## src/rtl/riscv_alu_issue_if.sv

```systemverilog
// rtl/riscv_alu_issue_if.sv - decode-side and ALU-side handshake bundle for riscv_alu_issue
interface riscv_alu_issue_if #(
  parameter int XLEN = 32
);
  logic            in_valid;
  logic            in_ready;
  logic [31:0]     in_instr;
  logic [XLEN-1:0] in_pc;
  logic [XLEN-1:0] in_rs1_data;
  logic [XLEN-1:0] in_rs2_data;
  logic            out_valid;
  logic            out_ready;
  logic [XLEN-1:0] out_srca;
  logic [XLEN-1:0] out_srcb;
  logic            out_ainv;
  logic            out_binv;
  logic [2:0]      out_alusel;
  logic [4:0]      out_rd;
  logic            out_illegal;

  modport slave (
    input  in_valid, in_instr, in_pc, in_rs1_data, in_rs2_data, out_ready,
    output in_ready, out_valid, out_srca, out_srcb, out_ainv, out_binv,
           out_alusel, out_rd, out_illegal
  );

  modport master (
    output in_valid, in_instr, in_pc, in_rs1_data, in_rs2_data, out_ready,
    input  in_ready, out_valid, out_srca, out_srcb, out_ainv, out_binv,
           out_alusel, out_rd, out_illegal
  );
endinterface

```

## src/rtl/riscv_alu_issue.sv

```systemverilog
// rtl/riscv_alu_issue.sv - RV32I ALU issue stage: decode, operand build, 2-entry skid buffer
// Optional writeback forwarding enabled by defining ALU_ISSUE_FWD_EN.
module riscv_alu_issue #(
  parameter int XLEN = 32
) (
  input  logic            clk,
  input  logic            rst_n,
  input  logic            flush,
`ifdef ALU_ISSUE_FWD_EN
  input  logic            wb_valid,
  input  logic [4:0]      wb_rd,
  input  logic [XLEN-1:0] wb_data,
`endif
  riscv_alu_issue_if.slave bus
);

  localparam logic [6:0] OPC_OP     = 7'b0110011;
  localparam logic [6:0] OPC_OP_IMM = 7'b0010011;
  localparam logic [6:0] OPC_LUI    = 7'b0110111;
  localparam logic [6:0] OPC_AUIPC  = 7'b0010111;
  localparam logic [6:0] F7_ALT     = 7'b0100000;

  typedef struct packed {
    logic [XLEN-1:0] srca;
    logic [XLEN-1:0] srcb;
    logic [4:0]      code;
    logic [4:0]      rd;
    logic            illegal;
  } beat_t;

  typedef enum logic [1:0] {EMPTY, ONE, TWO} state_t;

  state_t state;
  beat_t  head_q, skid_q, dec;
  logic   in_ready_q, out_valid_q;

  logic [6:0]      opcode, funct7;
  logic [2:0]      funct3;
  logic [4:0]      rd, rs1, rs2;
  logic [XLEN-1:0] rs1_val, rs2_val, imm_i, imm_u, a, b;
  logic [4:0]      code;
  logic            legal, is_shift, is_slt;

  assign opcode = bus.in_instr[6:0];
  assign rd     = bus.in_instr[11:7];
  assign funct3 = bus.in_instr[14:12];
  assign rs1    = bus.in_instr[19:15];
  assign rs2    = bus.in_instr[24:20];
  assign funct7 = bus.in_instr[31:25];
  assign imm_i  = {{(XLEN-12){bus.in_instr[31]}}, bus.in_instr[31:20]};
  assign imm_u  = {bus.in_instr[31:12], 12'b0};

`ifdef ALU_ISSUE_FWD_EN
  assign rs1_val = (wb_valid && wb_rd != 5'd0 && wb_rd == rs1) ? wb_data : bus.in_rs1_data;
  assign rs2_val = (wb_valid && wb_rd != 5'd0 && wb_rd == rs2) ? wb_data : bus.in_rs2_data;
`else
  assign rs1_val = bus.in_rs1_data;
  assign rs2_val = bus.in_rs2_data;
`endif

  function automatic logic [4:0] f3_code(input logic [2:0] f3, input logic alt);
    case (f3)
      3'b000:         f3_code = alt ? 5'b01010 : 5'b00010;
      3'b001:         f3_code = 5'b00110;
      3'b010, 3'b011: f3_code = 5'b01011;
      3'b100:         f3_code = 5'b00100;
      3'b101:         f3_code = alt ? 5'b00101 : 5'b00111;
      3'b110:         f3_code = 5'b00001;
      default:        f3_code = 5'b00000;
    endcase
  endfunction

  always_comb begin
    legal    = 1'b0;
    code     = 5'b00000;
    a        = '0;
    b        = '0;
    is_shift = 1'b0;
    is_slt   = 1'b0;
    case (opcode)
      OPC_OP: begin
        legal    = (funct7 == 7'd0) ||
                   (funct7 == F7_ALT && (funct3 == 3'b000 || funct3 == 3'b101));
        code     = f3_code(funct3, funct7[5]);
        a        = rs1_val;
        b        = rs2_val;
        is_shift = (funct3 == 3'b001) || (funct3 == 3'b101);
        is_slt   = (funct3 == 3'b010);
      end
      OPC_OP_IMM: begin
        // funct7 only matters for shifts; ADDI never becomes SUB
        if (funct3 == 3'b001)      legal = (funct7 == 7'd0);
        else if (funct3 == 3'b101) legal = (funct7 == 7'd0) || (funct7 == F7_ALT);
        else                       legal = 1'b1;
        code     = f3_code(funct3, (funct3 == 3'b101) && funct7[5]);
        a        = rs1_val;
        b        = imm_i;
        is_shift = (funct3 == 3'b001) || (funct3 == 3'b101);
        is_slt   = (funct3 == 3'b010);
      end
      OPC_LUI: begin
        legal = 1'b1;
        code  = 5'b00010;
        b     = imm_u;
      end
      OPC_AUIPC: begin
        legal = 1'b1;
        code  = 5'b00010;
        a     = bus.in_pc;
        b     = imm_u;
      end
      default: legal = 1'b0;
    endcase

    // ALU shifts by all of SrcB, so keep only the shamt field
    if (is_shift) b = {{(XLEN-5){1'b0}}, b[4:0]};
    // flipping sign bits maps signed order onto the ALU's unsigned compare
    if (is_slt) begin
      a[XLEN-1] = ~a[XLEN-1];
      b[XLEN-1] = ~b[XLEN-1];
    end

    if (legal) dec = '{srca: a, srcb: b, code: code, rd: rd, illegal: 1'b0};
    else       dec = '{srca: '0, srcb: '0, code: 5'b00000, rd: rd, illegal: 1'b1};
  end

  logic accept, consume;
  assign accept  = bus.in_valid && in_ready_q;
  assign consume = out_valid_q && bus.out_ready;

  always_ff @(posedge clk) begin
    if (!rst_n) begin
      state       <= EMPTY;
      head_q      <= '0;
      skid_q      <= '0;
      in_ready_q  <= 1'b1;
      out_valid_q <= 1'b0;
    end else if (flush) begin
      state       <= EMPTY;
      in_ready_q  <= 1'b1;
      out_valid_q <= 1'b0;
    end else begin
      case (state)
        EMPTY: if (accept) begin
          head_q      <= dec;
          state       <= ONE;
          out_valid_q <= 1'b1;
        end
        ONE: begin
          if (accept && !consume) begin
            skid_q     <= dec;
            state      <= TWO;
            in_ready_q <= 1'b0;
          end else if (consume && !accept) begin
            state       <= EMPTY;
            out_valid_q <= 1'b0;
          end else if (accept && consume) begin
            head_q <= dec;
          end
        end
        TWO: if (consume) begin
          head_q     <= skid_q;
          state      <= ONE;
          in_ready_q <= 1'b1;
        end
        default: begin
          state       <= EMPTY;
          in_ready_q  <= 1'b1;
          out_valid_q <= 1'b0;
        end
      endcase
    end
  end

  assign bus.in_ready    = in_ready_q;
  assign bus.out_valid   = out_valid_q;
  assign bus.out_srca    = head_q.srca;
  assign bus.out_srcb    = head_q.srcb;
  assign bus.out_ainv    = head_q.code[4];
  assign bus.out_binv    = head_q.code[3];
  assign bus.out_alusel  = head_q.code[2:0];
  assign bus.out_rd      = head_q.rd;
  assign bus.out_illegal = head_q.illegal;

endmodule
```

## src/flat_wrapper.sv

```systemverilog
// flat-port wrapper written by rule: the top's interface ports become plain ports
module riscv_alu_issue_flat 
#(
  parameter int XLEN = 32
)
  (clk, rst_n, flush, bus_in_valid, bus_in_instr, bus_in_pc, bus_in_rs1_data, bus_in_rs2_data, bus_out_ready, bus_in_ready, bus_out_valid, bus_out_srca, bus_out_srcb, bus_out_ainv, bus_out_binv, bus_out_alusel, bus_out_rd, bus_out_illegal);
  riscv_alu_issue_if #(.XLEN(XLEN)) bus_i ();
  input  logic clk;
  input  logic rst_n;
  input  logic flush;
  input wire logic [$bits(bus_i.in_valid)-1:0] bus_in_valid;
  input wire logic [$bits(bus_i.in_instr)-1:0] bus_in_instr;
  input wire logic [$bits(bus_i.in_pc)-1:0] bus_in_pc;
  input wire logic [$bits(bus_i.in_rs1_data)-1:0] bus_in_rs1_data;
  input wire logic [$bits(bus_i.in_rs2_data)-1:0] bus_in_rs2_data;
  input wire logic [$bits(bus_i.out_ready)-1:0] bus_out_ready;
  output wire logic [$bits(bus_i.in_ready)-1:0] bus_in_ready;
  output wire logic [$bits(bus_i.out_valid)-1:0] bus_out_valid;
  output wire logic [$bits(bus_i.out_srca)-1:0] bus_out_srca;
  output wire logic [$bits(bus_i.out_srcb)-1:0] bus_out_srcb;
  output wire logic [$bits(bus_i.out_ainv)-1:0] bus_out_ainv;
  output wire logic [$bits(bus_i.out_binv)-1:0] bus_out_binv;
  output wire logic [$bits(bus_i.out_alusel)-1:0] bus_out_alusel;
  output wire logic [$bits(bus_i.out_rd)-1:0] bus_out_rd;
  output wire logic [$bits(bus_i.out_illegal)-1:0] bus_out_illegal;
  assign bus_i.in_valid = bus_in_valid;
  assign bus_i.in_instr = bus_in_instr;
  assign bus_i.in_pc = bus_in_pc;
  assign bus_i.in_rs1_data = bus_in_rs1_data;
  assign bus_i.in_rs2_data = bus_in_rs2_data;
  assign bus_i.out_ready = bus_out_ready;
  assign bus_in_ready = bus_i.in_ready;
  assign bus_out_valid = bus_i.out_valid;
  assign bus_out_srca = bus_i.out_srca;
  assign bus_out_srcb = bus_i.out_srcb;
  assign bus_out_ainv = bus_i.out_ainv;
  assign bus_out_binv = bus_i.out_binv;
  assign bus_out_alusel = bus_i.out_alusel;
  assign bus_out_rd = bus_i.out_rd;
  assign bus_out_illegal = bus_i.out_illegal;
  riscv_alu_issue #(.XLEN(XLEN)) u_core (.clk(clk), .rst_n(rst_n), .flush(flush), .bus(bus_i));
endmodule
```

## config.mk

```make
export PLATFORM = sky130hd
export DESIGN_NAME = riscv_alu_issue_flat
export DESIGN_NICKNAME = d
export VERILOG_FILES = /design/src/rtl/riscv_alu_issue_if.sv /design/src/rtl/riscv_alu_issue.sv /design/src/flat_wrapper.sv
export SDC_FILE = /design/constraint.sdc
export NUM_CORES = 1
export LEC_CHECK = 0
export CORE_MARGIN = 2
export CORE_UTILIZATION = 45
export CTS_CLUSTER_DIAMETER = 30
export DETAILED_ROUTE_END_ITERATION = 12
export PLACE_DENSITY = 0.81
export SYNTH_ARGS = -nofsm -noshare
export SYNTH_HDL_FRONTEND = slang
export SYNTH_SLANG_ARGS = --single-unit
export TNS_END_PERCENT = 50
```

## constraint.sdc

```tcl
create_clock -name clk -period 2 [get_ports clk]
set_input_delay 0.2 -clock clk [delete_from_list [all_inputs] [get_ports clk]]
set_output_delay 0.2 -clock clk [all_outputs]
set_load 0.02 [all_outputs]
```

Word-level counts from Yosys, hierarchy flattened
Cells that the tools add are included.

Flip-flop bits (word level): 154. Output and inout port bits: 77. Input bits: 133.

Mux-type cells: 36. Eq/ne operators: 21. Reduce and logical (&&, ||, !) cells: 26. Bitwise gates (word level): 6.

Operators by type and width (number): $mux W75 (6); $pmux W75 S3 (1); $pmux W32 S3 (1); $pmux W32 S2 (1); $pmux W5 S6 (2); $mux W32 (1); $eq A7 B6 Y1 const B (3); $pmux W5 S3 (1); $eq A7 B5 Y1 const B (2); $mux W2 (6); $mux W1 (11); $ne A2 B1 Y1 const B (5); $eq A3 B3 Y1 const B (3); $pmux W1 S3 (3); $reduce_and A3 Y1 (3); $mux W4 (2); $reduce_or A2 Y1 (4); $logic_and A1 B1 Y1 (7); $logic_not A7 Y1 (1); $reduce_and A7 Y1 (1); $eq A3 B2 Y1 const B (2); $not A1 Y1 (6); $pmux W2 S3 (1); $logic_or A1 B1 Y1 (4); 10 further kinds (12).

Depth between registers and ports, before layout
Word-level depth: 11. Depth in mapped cells: 9. Depth with buffers taken out: 5.

Worst setup path before layout
Ideal clock, no wire load.

Path type: register -> register. Start point: reg u_core.out_valid_q (netlist: u_core.bus.out_valid). End point: reg u_core.head_q (netlist bit u_core.bus.out_srca[30]). Cell stages (with the launch flop): 9. Path slack: 194 ps. Library setup time: 143 ps. Arrival time: 1662 ps. Path buffers: 3. Path through: dfxtp_1 -> and2_1 -> clkbuf_1 -> o21ai_4 -> a21o_1 -> buf_2 -> buf_4 -> a22oi_1 -> o22ai_1.

Cells in the longest elaborated chain, start to end: 5. Elaborated cells between the ends (all ways): 10.

RTL lines: start: declaration (RTL line riscv_alu_issue.sv:35) `logic in_ready_q, out_valid_q;`; start signal: assignment (RTL line riscv_alu_issue.sv:137) `out_valid_q <= 1'b0;`; start signal: assignment (RTL line riscv_alu_issue.sv:141) `out_valid_q <= 1'b0;`; start signal: assignment (RTL line riscv_alu_issue.sv:147) `out_valid_q <= 1'b1;`; $logic_and A1 B1 Y1 (*) (RTL line riscv_alu_issue.sv:129) `assign consume = out_valid_q && bus.out_ready;`; $logic_not A1 Y1 (RTL line riscv_alu_issue.sv:150) `if (accept && !consume) begin`; $logic_and A1 B1 Y1 (RTL line riscv_alu_issue.sv:150); $ne A2 B2 Y1 (no source line); $reduce_and A7 Y1 (no source line) (*); end signal: assignment (RTL line riscv_alu_issue.sv:162) `head_q <= skid_q;`; end: declaration (RTL line riscv_alu_issue.sv:34) `beat_t head_q, skid_q, dec;`.

Every way passes the cells marked *; elsewhere a longest branch is shown, timed or not. A chain may end at the register's enable or synchronous reset.

Final worst setup path
Start point: in bus_in_instr[26]. End point: reg u_core.skid_q[34] (netlist bit).

Cells in the longest elaborated chain, start to end: 6. Elaborated cells between the ends (all ways): 9.

RTL lines: start: declaration (RTL line flat_wrapper.sv:12) `input wire logic [$bits(bus_i.in_instr)-1:0] bus_in_instr;`; $eq A7 B6 Y1 / $logic_not A7 Y1 (equally long branches); $logic_or A1 B1 Y1 (RTL line riscv_alu_issue.sv:93) `else if (funct3 == 3'b101) legal = (funct7 == 7'd0) || (funct7 == F7_ALT);`; $mux W1 (RTL line riscv_alu_issue.sv:93); $mux W1 (RTL line riscv_alu_issue.sv:92) `if (funct3 == 3'b001) legal = (funct7 == 7'd0);`; $pmux W1 S3 (*) (RTL line riscv_alu_issue.sv:80) `case (opcode)`; $mux W75 (*) (RTL line riscv_alu_issue.sv:123) `if (legal) dec = '{srca: a, srcb: b, code: code, rd: rd, illegal: 1'b0};`; end signal: assignment (RTL line riscv_alu_issue.sv:135) `skid_q <= '0;`; end signal: assignment (RTL line riscv_alu_issue.sv:151) `skid_q <= dec;`; end: declaration (RTL line riscv_alu_issue.sv:34).

Marks and branches as above.

==> results.md <==
- Final Power: between 7 and 8 mW
- Max Transition Viols Final: 0
- CTS Buffer Depth: 2
- Top cells by area, synth: dfxtp_1 43%, a21oi_1 8.5%, a32oi_1 6.2%, o21ai_0 5.6%, a22oi_1 3.4%
- Final setup violation count: 0
- Top cells by count, synth: 152 x dfxtp_1, 120 x a21oi_1, 79 x o21ai_0
- Share of flip-flops with an asynchronous set or reset: 0%
- Syn Nets: roughly 970
- DP HPWL: ~15000 um
- Library cells used by synthesis: 53
- Yosys top cell by area: dfxtp_1
- Worst flop-to-flop path startpoint: u_core.state[1]
- Root Driver: clkbuf_16
- Max-Cap Viols: 0
- Drt wl/cell: around 18 um
- Leakage: ~3.5 nW
- Routed vias: approximately 7.5k
- Starting Density: 46.17%
- Worst setup path endpoint: u_core.skid_q[34]
- Yosys warning count: 0
- Clk slew on worst S/H paths: 60 ps
- Final Hold Fails: 0
- Maximum number of pins on one net before global-route repair: slightly below 70
- Final ANT Viol Nets: 0
- Prevailing post-synth register cell: dfxtp_1
- R2r setup slk: approximately 190 ps
- Flops & latches, synth: approximately 150
- Reg2reg path depth: 6
- Most frequent cell after synthesis: dfxtp_1
- Fin crit share: 92.95%
- Die Height: approximately 130 um
- Slew margin rel.: approximately half
- Skew final: roughly 6.5 ps
- Crit. End Element: flip-flop
- Crit Path Max Fanout: 22
- I/O pin cnt: between 200 and 250
- Cell Area, Synth: 7044 um^2
- Die width: ~130 um
- Final cell count without fillers: roughly 1.3k
- Status: finished, final reports clean
- Crit path launch type: input port
- # hold bufs at CTS: 0
- VDD IR max: 0.6040 mV
- Post-CTS Setup Bufs: 0
- Via-to-Cell Ratio: ~6.0
- Number of fill cells: roughly 1.2k
- Post-Synthesis Cells: 840
- RSZ-0062 raised after global routing: false
- Port bufs: ~210
- Worst-Margin Slew: approximately 760 ps
- Routability congestion estimate: 0.8813
- Worst Setup SP: bus_in_instr[26]
- Final antenna diode count: 0
- Dpl cells: 1226
- Total track usage: between 20% and 30%
- Number of synthesized flops with an enable pin: 0
- GRT Residual Overflow: 0
- Die area: 16670 um^2
- Number of CTS-inserted buffers: 17
- H-tree levels: 4
- TritonCTS clock tree: built
- Drt first pass iters: 7
- Layout area overhead: 45.67%
- Post-cts resize count: 0
- Critical R2R Capture: u_core.bus.out_srca[20]
- # DRC: 0
- 1st-iter DRT viols: approximately 700
- Sequential-to-total area share from yosys stat: 43.20%
- Minimum clock period: roughly 1900 ps
- Avg Inst Size Synth: between 8 and 9 um^2
- Clk Latency, worst-skew pair: 420 ps
- CTS Sinks: 152
- Core Area: about 15000 um^2
- Worst Path Arrival: about 2200 ps
- Final WL: roughly 23000 um
- First-pass GRT wire length: between 30000 and 40000 um
- Vias in the first global route: a little over 7k
- Critical Path RT: about 2300 ps
- Initial antenna violation count: 0
- Nets: ~1.2k
- HP Class: input port to flip-flop
- Power per Cell Area: 744.4 nW/um^2
- Synth top area share: a little over two fifths
- Fmax: between 0.5 and 0.6 GHz
- Row cnt: 45
- CP Class: input port to flip-flop
- Layout cells sized above 1: 11.85%
layout make-up:
type | count | area, um^2 | area share, %
multi-input combinational | 586 | 3576 | 34.85
tap | 211 | 264.0 | 2.573
clock inverter | 8 | 142.6 | 1.390
inverter | 6 | 22.52 | 0.2195
clock buffer | 23 | 488.0 | 4.756
sequential | 152 | 3043 | 29.65
timing repair buffer | 271 | 2725 | 26.56
power breakdown:
| group | internal (mW) | switching (mW) | leakage (nW) | total (mW) |
|---|---|---|---|---|
| Combinational | 0.542 | 0.534 | 1.99 | 1.08 |
| Clock | 2.21 | 1.20 | 0.309 | 3.41 |
| Sequential | 3.11 | 0.0448 | 1.23 | 3.15 |
worst max-delay path, stage by stage:
cell             delay (ps)
clkdlybuf4s50_1         480
nor4_2                  330
buf_4                   180
a22oi_2                  80
buf_4                   160
o31ai_4                 170
buf_4                   290
a32oi_1                 150
nor2_1                  150
how the worst min path moves through the flow:
stage / from / endpoint / slack (ps) / cells after the start
detailed placement: u_core.skid_q[6] / u_core.skid_q[6] / 450 / 2
global route: rst_n / u_core.state[0] / 180 / 3
CTS: rst_n / u_core.state[0] / 130 / 3
global placement: u_core.skid_q[12] / u_core.skid_q[12] / 440 / 2
floorplan: flush / u_core.bus.in_ready / 320 / 2
finish: rst_n / u_core.state[0] / 150 / 3
cell families (layout without fill, tap and decap cells):
| kind of cell | after synthesis | count (layout) | share of synthesized area, % |
|---|---|---|---|
| xor gates and xnor gates | 2 | 2 | 0.2487 |
| AOI/OAI and AO/OA | 357 | 357 | 31.90 |
| buffers and inverters | 102 | 308 | 6.927 |
| and+or+nand+nor | 213 | 213 | 15.63 |
| other | 1 | 1 | 0.05323 |
| DFF | 152 | 152 | 43.20 |
| muxes | 13 | 13 | 2.043 |
state kept, by name, indices dropped and copies added (netlist names), 2 cells and up:
name	cells
u_core.bus.out_alusel	3
u_core.state	2
u_core.bus.out_rd	5
u_core.bus.out_srcb	32
u_core.bus.out_srca	32
u_core.skid_q	74
through the flow:
step | area [um^2] | utilization (%) | setup TNS (ps) | hold WS (ps) | setup slack, ps
after floorplan | 7044 | - | 0 | 322.6 | 194.4
after global placement | 9630 | 63.12 | -15150 | 438.2 | -185.6
after detailed placement | 9630 | 63.12 | -21580 | 445.1 | -253.6
after CTS | 10260 | 67.25 | 0 | 129.4 | 163.1
after global routing | 10260 | 67.25 | 0 | 178.5 | 3.372
final | 10260 | 67.25 | 0 | 149.8 | 140.9
cells in the final DEF (no fill, tap or decap), drive strengths merged, types with 26 or more instances in the layout:
| cell | count |
|---|---|
| nand3 | 36 |
| clkdlybuf4s50 | 207 |
| a21oi | 121 |
| buf | 64 |
| nor3 | 26 |
| o21ai | 80 |
| nand2 | 49 |
| nor2 | 35 |
| nand4 | 26 |
| a32oi | 50 |
| dfxtp | 152 |
| a22oi | 33 |
| o22ai | 32 |
per-layer routing:
layer	part of all wire (%)	global-route usage, %	vias up
met5	0	0	-
met4	2.2	10.17	0
met3	9.5	6.647	38
met2	48	45.11	392
met1	40	33.74	3506
li1	-	-	3550
Note: power is estimated with default switching activity, not from simulation.
